`config.mk`:
```
export PLATFORM = sky130hd
export DESIGN_NAME = multicycle_control_unit
export DESIGN_NICKNAME = d
export VERILOG_FILES = /design/src/rtl/multicycle_pkg.sv /design/src/rtl/ctrl_alu_decode.sv /design/src/rtl/multicycle_control_unit.sv
export SDC_FILE = /design/constraint.sdc
export NUM_CORES = 1
export LEC_CHECK = 0
export CORE_AREA = 2 2 40 52
export DETAILED_ROUTE_END_ITERATION = 8
export DIE_AREA = 0 0 42 54
export GPL_TIMING_DRIVEN = 0
export PLACE_DENSITY = 0.86
export SLEW_MARGIN = 20
export SYNTH_ARGS = -nofsm -noshare
export SYNTH_HDL_FRONTEND = slang
export SYNTH_HIERARCHICAL = 1
export SYNTH_SLANG_ARGS = --single-unit
```
`constraint.sdc`:
```
create_clock -name clk -period 2.3 [get_ports clk]
set_clock_uncertainty 0.05 [all_clocks]
set_input_delay 0.46 -clock clk [delete_from_list [all_inputs] [get_ports clk]]
set_output_delay 0.46 -clock clk [all_outputs]
set_load 0.05 [all_outputs]
```
`src/rtl/multicycle_pkg.sv`:
```
// multicycle_pkg: shared opcodes, FSM state encodings and datapath control codes
// No ports; imported by ctrl_alu_decode and multicycle_control_unit.
package multicycle_pkg;
  localparam logic [5:0] OP_ADD   = 6'b000000;
  localparam logic [5:0] OP_SUB   = 6'b000001;
  localparam logic [5:0] OP_ADDI  = 6'b000010;
  localparam logic [5:0] OP_OR    = 6'b010000;
  localparam logic [5:0] OP_AND   = 6'b010001;
  localparam logic [5:0] OP_ORI   = 6'b010010;
  localparam logic [5:0] OP_SLL   = 6'b011000;
  localparam logic [5:0] OP_SLT   = 6'b100110;
  localparam logic [5:0] OP_SLTIU = 6'b100111;
  localparam logic [5:0] OP_SW    = 6'b110000;
  localparam logic [5:0] OP_LW    = 6'b110001;
  localparam logic [5:0] OP_BEQ   = 6'b110100;
  localparam logic [5:0] OP_J     = 6'b111000;
  localparam logic [5:0] OP_JR    = 6'b111001;
  localparam logic [5:0] OP_JAL   = 6'b111010;
  localparam logic [5:0] OP_HALT  = 6'b111111;
  localparam logic [2:0] S_IF     = 3'b000;
  localparam logic [2:0] S_ID     = 3'b001;
  localparam logic [2:0] S_EXE_LS = 3'b010;
  localparam logic [2:0] S_MEM    = 3'b011;
  localparam logic [2:0] S_WB_LD  = 3'b100;
  localparam logic [2:0] S_EXE_BR = 3'b101;
  localparam logic [2:0] S_EXE_AL = 3'b110;
  localparam logic [2:0] S_WB_AL  = 3'b111;
  localparam logic [2:0] ALU_ADD  = 3'b000;
  localparam logic [2:0] ALU_SUB  = 3'b001;
  localparam logic [2:0] ALU_SLL  = 3'b010;
  localparam logic [2:0] ALU_OR   = 3'b011;
  localparam logic [2:0] ALU_AND  = 3'b100;
  localparam logic [2:0] ALU_SLTU = 3'b101;
  localparam logic [2:0] ALU_SLT  = 3'b110;
  localparam logic [2:0] ALU_XOR  = 3'b111;
  localparam logic [1:0] PC_SEQ   = 2'b00;
  localparam logic [1:0] PC_BR    = 2'b01;
  localparam logic [1:0] PC_JR    = 2'b10;
  localparam logic [1:0] PC_JMP   = 2'b11;
  localparam logic [1:0] RO_RA    = 2'b00;
  localparam logic [1:0] RO_RT    = 2'b01;
  localparam logic [1:0] RO_RD    = 2'b10;
  localparam logic [1:0] EXT_ZERO  = 2'b00;
  localparam logic [1:0] EXT_SIGN  = 2'b01;
  localparam logic [1:0] EXT_SHAMT = 2'b10;
endpackage

```
`src/rtl/ctrl_alu_decode.sv`:
```
// ctrl_alu_decode: opcode -> ALU controls for register/immediate ALU instructions
// In: op. Out: is_alu (op is an ALU instruction), alu_op, alu_src_b, ext_sel, reg_out.
module ctrl_alu_decode
  import multicycle_pkg::*;
(
  input  logic [5:0] op,
  output logic       is_alu,
  output logic [2:0] alu_op,
  output logic       alu_src_b,
  output logic [1:0] ext_sel,
  output logic [1:0] reg_out
);
  always_comb begin
    is_alu = 1'b1;
    alu_op = ALU_ADD;
    alu_src_b = 1'b0;
    ext_sel = EXT_ZERO;
    reg_out = RO_RD;
    case (op)
      OP_ADD: ;
      OP_SUB: alu_op = ALU_SUB;
      OP_ADDI: begin alu_src_b = 1'b1; ext_sel = EXT_SIGN; reg_out = RO_RT; end
      OP_OR: alu_op = ALU_OR;
      OP_AND: alu_op = ALU_AND;
      OP_ORI: begin alu_op = ALU_OR; alu_src_b = 1'b1; reg_out = RO_RT; end
      OP_SLL: begin alu_op = ALU_SLL; ext_sel = EXT_SHAMT; end
      OP_SLT: alu_op = ALU_SLT;
      OP_SLTIU: begin alu_op = ALU_SLTU; alu_src_b = 1'b1; ext_sel = EXT_SIGN; reg_out = RO_RT; end
      default: begin is_alu = 1'b0; reg_out = RO_RA; end
    endcase
  end
endmodule

```
`src/rtl/multicycle_control_unit.sv`:
```
// multicycle_control_unit: IF/ID/EXE/MEM/WB sequencer driving all multi-cycle CPU datapath controls
// In: clk, Reset (async active-low), opcode (IR[31:26]), zero (ALU flag).
// Out: PCWre, IRWre, InsMemRW, RegWre, RegOut, ALUSrcB, ALUM2Reg, DataMemRW, Extsel, PCSrc, ALUOp, state.
module multicycle_control_unit
  import multicycle_pkg::*;
#(
  parameter int OPW = 6
) (
  input  logic           clk,
  input  logic           Reset,
  input  logic [OPW-1:0] opcode,
  input  logic           zero,
  output logic           PCWre,
  output logic           IRWre,
  output logic           InsMemRW,
  output logic           RegWre,
  output logic [1:0]     RegOut,
  output logic           ALUSrcB,
  output logic           ALUM2Reg,
  output logic           DataMemRW,
  output logic [1:0]     Extsel,
  output logic [1:0]     PCSrc,
  output logic [2:0]     ALUOp,
  output logic [2:0]     state
);
  logic [2:0] state_q, state_d;
  logic halt_q, halt_d;
  logic is_alu, dec_src_b;
  logic [2:0] dec_alu_op;
  logic [1:0] dec_ext, dec_reg_out;
  ctrl_alu_decode u_dec (
    .op(opcode), .is_alu(is_alu), .alu_op(dec_alu_op),
    .alu_src_b(dec_src_b), .ext_sel(dec_ext), .reg_out(dec_reg_out)
  );
  logic is_beq, is_lw, is_sw, is_j, is_jr, is_jal, is_halt;
  assign is_beq = opcode == OP_BEQ;
  assign is_lw = opcode == OP_LW;
  assign is_sw = opcode == OP_SW;
  assign is_j = opcode == OP_J;
  assign is_jr = opcode == OP_JR;
  assign is_jal = opcode == OP_JAL;
  assign is_halt = opcode == OP_HALT;
  always_ff @(posedge clk or negedge Reset)
    if (!Reset) begin
      state_q <= S_IF;
      halt_q <= 1'b0;
    end else begin
      state_q <= state_d;
      halt_q <= halt_d;
    end
  // Halt parks the FSM in ID with the halt flag set, so state reads 001 while frozen.
  always_comb begin
    halt_d = halt_q;
    state_d = S_IF;
    if (halt_q) state_d = state_q;
    else
      case (state_q)
        S_IF: state_d = S_ID;
        S_ID: begin
          state_d = is_alu ? S_EXE_AL : is_beq ? S_EXE_BR : (is_lw || is_sw) ? S_EXE_LS : is_halt ? S_ID : S_IF;
          halt_d = is_halt;
        end
        S_EXE_AL: state_d = S_WB_AL;
        S_EXE_LS: state_d = S_MEM;
        S_MEM: state_d = is_lw ? S_WB_LD : S_IF;
        default: state_d = S_IF;
      endcase
  end
  always_comb begin
    PCWre = 1'b0;
    IRWre = 1'b0;
    RegWre = 1'b0;
    RegOut = RO_RA;
    ALUSrcB = 1'b0;
    ALUM2Reg = 1'b0;
    DataMemRW = 1'b0;
    Extsel = EXT_ZERO;
    PCSrc = PC_SEQ;
    ALUOp = ALU_ADD;
    if (!halt_q)
      case (state_q)
        S_IF: IRWre = Reset;
        S_ID: begin
          // Anything not continuing to an EXE state (jumps and unknown opcodes) finishes here.
          PCWre = !(is_alu || is_beq || is_lw || is_sw || is_halt);
          PCSrc = (is_j || is_jal) ? PC_JMP : is_jr ? PC_JR : PC_SEQ;
          RegWre = is_jal;
        end
        S_EXE_AL: begin
          ALUOp = dec_alu_op;
          ALUSrcB = dec_src_b;
          Extsel = dec_ext;
        end
        S_WB_AL: begin
          RegWre = 1'b1;
          RegOut = dec_reg_out;
          PCWre = 1'b1;
        end
        S_EXE_BR: begin
          ALUOp = ALU_SUB;
          Extsel = EXT_SIGN;
          PCWre = 1'b1;
          PCSrc = zero ? PC_BR : PC_SEQ;
        end
        S_EXE_LS: begin
          ALUSrcB = 1'b1;
          Extsel = EXT_SIGN;
        end
        S_MEM: begin
          DataMemRW = is_sw;
          PCWre = is_sw;
        end
        S_WB_LD: begin
          RegWre = 1'b1;
          RegOut = RO_RT;
          ALUM2Reg = 1'b1;
          PCWre = 1'b1;
        end
        default: ;
      endcase
  end
  assign InsMemRW = 1'b1;
  assign state = state_q;
endmodule

```
# After elaboration in Yosys (flattened, before gate mapping)
# Cells that the tools add are included.
# Widths: inputs -> output; s select.
[op_classes]
n_mux = 36
eq_ne = 22
reduce_logical = 17
[op_table]
columns = ["op", "count"]
rows = [
  ["$eq 6x6->1 const B", 9],
  ["$eq 6x5->1 const B", 4],
  ["$pmux 2 s2", 5],
  ["$pmux 3 s6", 1],
  ["$mux 1", 15],
  ["$pmux 3 s5", 1],
  ["$eq 3x3->1 const B", 4],
  ["$mux 2", 6],
  ["$mux 3", 4],
  ["$reduce_or 9->1", 1],
  ["$reduce_or 2->1", 4],
  ["$eq 3x2->1 const B", 2],
  ["$eq 6x1->1 const B", 1],
  ["$eq 6x2->1 const B", 1],
  ["$logic_not 6->1", 1],
  ["$logic_or 1x1->1", 6],
  ["$pmux 3 s2", 1],
  ["$reduce_or 3->1", 2],
  ["$reduce_or 6->1", 1],
  ["$pmux 1 s2", 2],
  ["$eq 3x1->1 const B", 1],
  ["$logic_not 3->1", 1],
  ["$pmux 1 s3", 1],
  ["$logic_not 1->1", 1],
]
[word_totals]
regBits = 4
wordCells = 77
input_bits = 9

# Longest topological paths before layout
# Gate-level depths: netlist of the first run.
[depth]
depth_word = 10
mapped_depth = 6

# By module
# Netlist of the first run, hierarchy kept.
[modules_own_cells]
columns = ["module", "seq_area_each_um2", "area_each_um2", "n_inst", "cells_each"]
rows = [
  ["multicycle_control_unit", 100.1, 539.3, 1, 84],
  ["ctrl_alu_decode", 0.0, 188.9, 1, 28],
]

# Worst setup path after synthesis of the first run
# No wires, ideal clock.
[synth_path]
path_type = "register to output"
start = "reg state_q[0] (netlist: state[0])"
end = "out RegWre"
path_slack_ns = -0.600
n_path_buf = 2
arrival_time_ns = 2.390
stages_incl_launch_ff = 5
cell_sequence = "dfrtp_1 > clkbuf_1 > buf_2 > nand2_1 > a211oi_1"
[synth_via]
elab_chain_len = 4
word_cells_on_any_way = 6
cone_classes = "3 x eq/ne; 2 x mux; 1 x reduce/logical"
[synth_rtl]
columns = ["item", "line_no", "text"]
rows = [
  ["from (decl)", "multicycle_control_unit.sv:26", "logic [2:0] state_q, state_d;"],
  ["from (signal assigned)", "multicycle_control_unit.sv:48", "state_q <= state_d;"],
  ["$eq 3x3->1", "multicycle_control_unit.sv:81", "case (state_q)"],
  ["$reduce_or 2->1 (no line)", "n/a", ""],
  ["$pmux 1 s2 *", "multicycle_control_unit.sv:81", ""],
  ["$mux 1 *", "multicycle_control_unit.sv:80", "if (!halt_q)"],
  ["to (decl)", "multicycle_control_unit.sv:16", "output logic RegWre,"],
]
# Mark *: on every way between the ends. The rest lies on a longest branch, timed or not.

# Final worst setup path of the first run
[layout_path]
start = "in opcode[3]"
end = "out PCWre"
[layout_via]
elab_chain_len = 10
word_cells_on_any_way = 22
cone_classes = "12 x eq/ne; 3 x mux; 7 x reduce/logical"
[layout_rtl]
columns = ["item", "line_no", "text"]
rows = [
  ["from (decl)", "multicycle_control_unit.sv:11", "input logic [OPW-1:0] opcode,"],
  ["$eq 6x1->1, or another cell as far along", "ctrl_alu_decode.sv:19", "case (op)"],
  ["$reduce_or 9->1 (no line) *", "n/a", ""],
  ["$mux 1 *", "ctrl_alu_decode.sv:19", ""],
  ["net is_alu", "multicycle_control_unit.sv:28", "logic is_alu, dec_src_b;"],
  ["$logic_or 1x1->1 * (4 in a row)", "multicycle_control_unit.sv:85", "PCWre = !(is_alu || is_beq || is_lw || is_sw || is_halt);"],
  ["$logic_not 1->1 *", "multicycle_control_unit.sv:85", ""],
  ["$pmux 1 s3 *", "multicycle_control_unit.sv:81", ""],
  ["$mux 1 *", "multicycle_control_unit.sv:80", ""],
  ["to (decl)", "multicycle_control_unit.sv:13", "output logic PCWre,"],
]
# The timed path passes the listed nets; every way through them passes the cells marked *.

==> reports/qor.yml, run 1 <==
outcome: "complete, but fails checks"
failed_checks: "negative setup slack"
synthesis.nets: 121
max_freq_mhz: 414
totalWireLength_um: 2700
tightest_slew_ps: 630
syn_to_final_growth_pct: 68.0
clock_sinks: 4
cts_tree: "built"
cp_max_fo: 3
setup_viol: 3
grt_pass1_wl_um: 4010
synth_compound_area_share_pct: 25.9
drive_above_1_share_pct: 43.8
grt_pass1_vias: 923
multi_input_area_sq_um: 678
hpwl_um: 1770
numCtsBuffers: 3
avgViaCountPerCell: 6.20
hold_viol: 0
p_leak_nw: 0.533
start_util_pct: 39.9
synth_top_family_by_area: "simple AND/OR/NAND/NOR gates"
core_region_area_sq_um: 1820
grt-ovfl-total: 0
rsz0062_at_grt: "yes"
globalplace.congestion: 0.864
fin_area_sq_um: 1220
path_clk_slew_ps: 40
num_antenna_cells: 0
layout.nets: 164
synthCells: 112
maxSlewViolCount: 0
drtPass1Iterations: 4
die_w_um: 42
synth_xor_area_share_pct: 0
route.detailed.drc: 0
synth_seq_cells: 4
cp-end-kind: "output port"
crit_type: "primary input to output port"
synth_mux_area_share_pct: 0
hp-class: "primary input to async pin"
cts_root_buffer: "clkbuf_4"
antenna_found_initial: 0
synth_area_sq_um: 728
final_cell_count_no_fill: 173
p_per_area_nw_per_um2: 915
rows: 18
post_dp_cell_area_sq_um: 1060
ys_seq_area_share_pct: 13.7
place_inst: 158
start_kind: "primary input"
holdBufCountCts: 0
grt_usage_pct: 22.9
clk_path_buf_depth: 2
die_h_um: 54
numPortBuffers: 26
pin_count: 28
place_ws_ps: -1520
n_fill_cell: 155
ant_nets: 0
via_count: 1073
htreeDepth: 1
yosysWarnings: 6
first_iter_violations: 53
die-area_sq_um: 2270
wl_per_cell_um: 15.6
ir_drop_v: 0.000978
finalCriticalPeriod_ps: 2410
finalSetupTns_ps: -148
synthSimpleGateAreaFrac_pct: 54.1
synth.distinct_cells: 41
synth_fa_ha_area_share_pct: 0
crit_arrival_ps: 1900
setup_ws_ps: -114
cap_viol_max_count: 0
fin_crit_sh_pct: 105
holdWs_ps: 383
required_ps: 1790
syn_area_per_cell_sq_um: 6.50
clock_latency_ps: 230
grt_max_degree: 16
relSlewSlack_pct: 58.0
seq_area_sq_um: 100
[flip-flops by register name (all words and copies together), names as in the netlist]
register  cells
halt_q        1
state         3
[where the power goes]
part           leakage [nW]  switching (W)  internal, W
sequential           0.0511      0.0000617    0.0000991
clock                0.0138      0.0000266    0.0000582
combinational         0.468       0.000577     0.000297
total                 0.533       0.000665     0.000454
[cell usage in the layout, fill, tap and decap left out, types with 2 or more instances in the layout]
master / instances
buf_12: 3
nor3_1: 2
buf_2: 9
clkbuf_4: 3
nand3b_1: 2
dfrtp_1: 4
nor3_4: 2
and3_1: 11
nand3_1: 2
nor3_2: 6
buf_4: 15
buf_6: 5
nor2_1: 12
nand2b_1: 6
nor2_2: 6
clkdlybuf4s15_2: 4
clkdlybuf4s50_1: 5
o32ai_1: 2
nand2_1: 10
a21oi_1: 7
nand4b_1: 2
a211oi_2: 2
nor2b_1: 5
o21ai_2: 2
inv_1: 2
[Yosys cell counts (all sizes together)]
master	n	share of area, %
nor2	18	9.3
and3	11	9.5
nand2	10	5.2
nor3	10	7.6
a21oi	8	5.5
nand2b	6	5.2
nor2b	5	4.3
buf	4	3.1
dfrtp	4	14
inv	3	1.5
o21ai	3	2.6
a211oi	2	2.7
clkbuf	2	1.0
nand3	2	1.4
nand3b	2	2.1
nand4b	2	2.4
o32ai	2	2.4
or3	2	2.4
a21boi	1	1.0
a31o	1	1.2
a32oi	1	1.2
a41o	1	1.4
a41oi	1	1.2
and2b	1	1.2
and3b	1	1.2
conb	1	0.51
nand4	1	0.86
nor4	1	0.86
o211ai	1	1.0
o221ai	1	1.2
o31ai	1	1.7
o41a	1	1.5
o41ai	1	1.2
or2	1	0.86
[cells by family (layout without fill, tap and decap cells)]
logic type | Yosys count | in the layout
AOI/OAI and AO/OA | 25 | 25
buffers and inverters | 9 | 50
DFF | 4 | 4
other | 1 | 1
and+or+nand+nor | 73 | 73
[area by class of cell]
class                      count  share of cell area (%)
sequential                     4                    8.18
tap                           20                    2.04
multi-input combinational     99                    55.4
buffer                         5                    2.15
inverter                       3                   0.920
clock buffer                   3                    1.84
timing repair buffer          39                    29.4
[timing repair]
item                       4_1_cts  5_1_grt
gates resized for setup         98       26
buffers inserted                 3       10
setup endpoints to repair       17       13
pin swaps                        7        7
[critical path, cell delays in order]
cell,delay [ps]
buf_12,100
or2_4,250
or3_1,350
o211ai_1,160
a21oi_2,80
a32oi_2,270
nor3_4,50
buf_6,180
[stage by stage]
step                      total power (W)  util (%)
final                             0.00112      67.1
after global routing              0.00120      67.1
after CTS                         0.00109      60.5
after detailed placement         0.000989      58.2
after global placement           0.000976      58.2
after floorplan                  0.000748         -
[path summary, 6_finish.rpt]
check / cells past startpoint / startpoint / slack, ps / endpoint
min in group clk: 1 / halt_q / 540 / state[0]
max in group asynchronous: 1 / Reset / 1640 / state[0]
hold reg to reg: 1 / halt_q / 540 / state[0]
setup / recovery: 8 / opcode[3] / -110 / PCWre
hold / removal: 1 / Reset / 380 / state[1]
setup reg to reg: 3 / halt_q / 950 / state[1]
[metal layers]
metal	wire, um	vias up	GRT usage (%)	part of all wire, %
met1	1050	503	23.8	39
met4	87	0	16.7	3.2
met2	1390	60	41.1	51
li1	-	498	-	-
met3	183	12	5.03	6.8
met5	0	-	0	0
No activity file was read; power rests on OpenSTA's default activity.
==> run 2, diff against run 1 <==
- HOLD_SLACK_MARGIN: unset -> 0.1
- REMOVE_ABC_BUFFERS: unset -> 1
==> reports/qor.yml, run 2 (synthesis results as in run 1) <==
outcome: "complete, but fails checks"  # unchanged
failed_checks: "negative setup slack"  # unchanged
holdWs_ps: 392  # was 383 ps
htreeDepth: 1  # unchanged
via_count: 1012  # was 1,073
layout_common_cells: "nor2_1 (18), and3_1 (11), buf_4 (11), nand2_1 (10), nor3_1 (8)"  # was buf_4 (15), nor2_1 (12), and3_1 (11), nand2_1 (10), buf_2 (9)
numPortBuffers: 26  # unchanged
clock_sinks: 4  # unchanged
num_antenna_cells: 0  # unchanged
grt_max_degree: 20  # was 16
met3WireLength_um: 258  # was 183 um
final_cell_count_no_fill: 160  # was 173
fin_crit_sh_pct: 104  # was 105%
rsz0062_at_grt: "yes"  # unchanged
start_kind: "primary input"  # unchanged
swShare_pct: 60.5  # was 59.4%
drive_above_1_share_pct: 32.1  # was 43.8%
numCtsBuffers: 3  # unchanged
cp_max_fo: 14  # was 3
clkPwrFrac_pct: 9.0  # was 7.6%
wl_met1_um: 929  # was 1050 um
totalWireLength_um: 2530  # was 2700 um
seq_area_sq_um: 104  # was 100 sq um
multi_input_area_sq_um: 616  # was 678 sq um
core_region_area_sq_um: 1820  # unchanged
place_inst: 152  # was 158
clock_latency_ps: 240  # was 230 ps
route.detailed.drc: 0  # unchanged
die_h_um: 54  # unchanged
wl_per_cell_um: 15.8  # was 15.6 um
setup_ws_ps: -84.4  # was -114 ps
start_util_pct: 39.9  # unchanged
ant_nets: 0  # unchanged
hold_viol: 0  # unchanged
layout.nets: 151  # was 164
globalplace.congestion: 0.866  # was 0.864
die_w_um: 42  # unchanged
hpwl_um: 1570  # was 1770 um
avgViaCountPerCell: 6.33  # was 6.20
drtPass1Iterations: 4  # unchanged
clk_path_buf_depth: 2  # unchanged
p_per_area_nw_per_um2: 949  # was 915 nW/um^2
setup_viol: 2  # was 3
final_common_cell: "nor2_1"  # was buf_4
power_w: 0.00103  # was 0.00112 W
pin_count: 28  # unchanged
highest_layer: "met4"  # unchanged
crit_type: "primary input to output port"  # unchanged
finalSetupTns_ps: -91.4  # was -148 ps
power.internal_w: 0.000407  # was 0.000454 W
grt-ovfl-total: 0  # unchanged
largest_reg_flops: 3  # unchanged
cts_tree: "built"  # unchanged
rows: 18  # unchanged
crit_arrival_ps: 1870  # was 1900 ps
hp-class: "primary input to async pin"  # unchanged
finalCriticalPeriod_ps: 2380  # was 2410 ps
p_leak_nw: 0.454  # was 0.533 nW
combPwrFrac_pct: 67.9  # was 78.1%
seq_power_share_pct: 23.1  # was 14.4%
cap_viol_max_count: 0  # unchanged
maxSlewViolCount: 0  # unchanged
antenna_found_initial: 0  # unchanged
holdBufCountCts: 0  # unchanged
cp-end-kind: "output port"  # unchanged
dr_wl_met2_um: 1270  # was 1390 um
die-area_sq_um: 2270  # unchanged
power.switching_w: 0.000622  # was 0.000665 W
max_freq_mhz: 419  # was 414 MHz
required_ps: 1790  # about the same
syn_to_final_growth_pct: 48.8  # was 68.0%
grt_usage_pct: 21.0  # was 22.9%
grt_pass1_wl_um: 3730  # was 4010 um
n_fill_cell: 161  # was 155
ir_drop_v: 0.000484  # was 0.000978 V
path_clk_slew_ps: 40  # about the same
cts_root_buffer: "clkbuf_4"  # unchanged
first_iter_violations: 73  # was 53
grt_pass1_vias: 838  # was 923
run 2: worst max-delay path: stages:
cell      delay [ps]
buf_12           120
or2_4            250
or3_1            330
o211ai_1         160
a21oi_2           70
a32oi_1          200
nor3_1            70
buf_4            210
run 2: layout make-up:
type | count | area share, %
clock buffer | 3 | 2.08
tap | 20 | 2.31
multi-input combinational | 99 | 56.8
inverter | 3 | 1.04
sequential | 4 | 9.58
timing repair buffer | 31 | 28.2
run 2: worst paths after layout:
check                          start       end  slack [ps]  depth (start not counted)
setup / recovery           opcode[0]     PCWre         -80                          8
hold / removal                 Reset    halt_q         390                          1
setup reg to reg              halt_q  state[2]         810                          3
hold reg to reg             state[1]  state[1]         680                          2
max in group asynchronous      Reset  state[2]        1600                          1
min in group clk           opcode[3]    halt_q         490                          2
run 2: stage by stage:
stage          setup slack [ps]  cell area, sq um  util [%]
6_report                  -84.4              1080      59.4
5_1_grt                    -183              1080      59.4
4_1_cts                   -81.6              1010      55.5
3_5_place_dp              -1480               983      53.9
3_3_place_gp              -1440               983      53.9
2_1_floorplan              -626               698         -
run 2: power groups by stage:
stage	registers (W)	clock network, W	logic (W)
finish	0.000238	0.0000923	0.000699
CTS	0.000226	0.0000915	0.000671
global placement	0.000224	0	0.000671
global route	0.000245	0.0000970	0.000746
detailed placement	0.000223	0	0.000678
floorplan	0.000263	0	0.000402
run 2: per-layer routing:
metal	track usage, %	vias to the layer above
met5	0	-
met2	40.9	78
met3	1.34	11
met1	22.9	455
met4	10.8	0
li1	-	468
run 2: repair_timing:
action,CTS,global route
setup endpoints to repair,19,12
pin swaps,7,7
buffers inserted,1,4
resized for setup,111,17
hold endpoints to repair,0,0
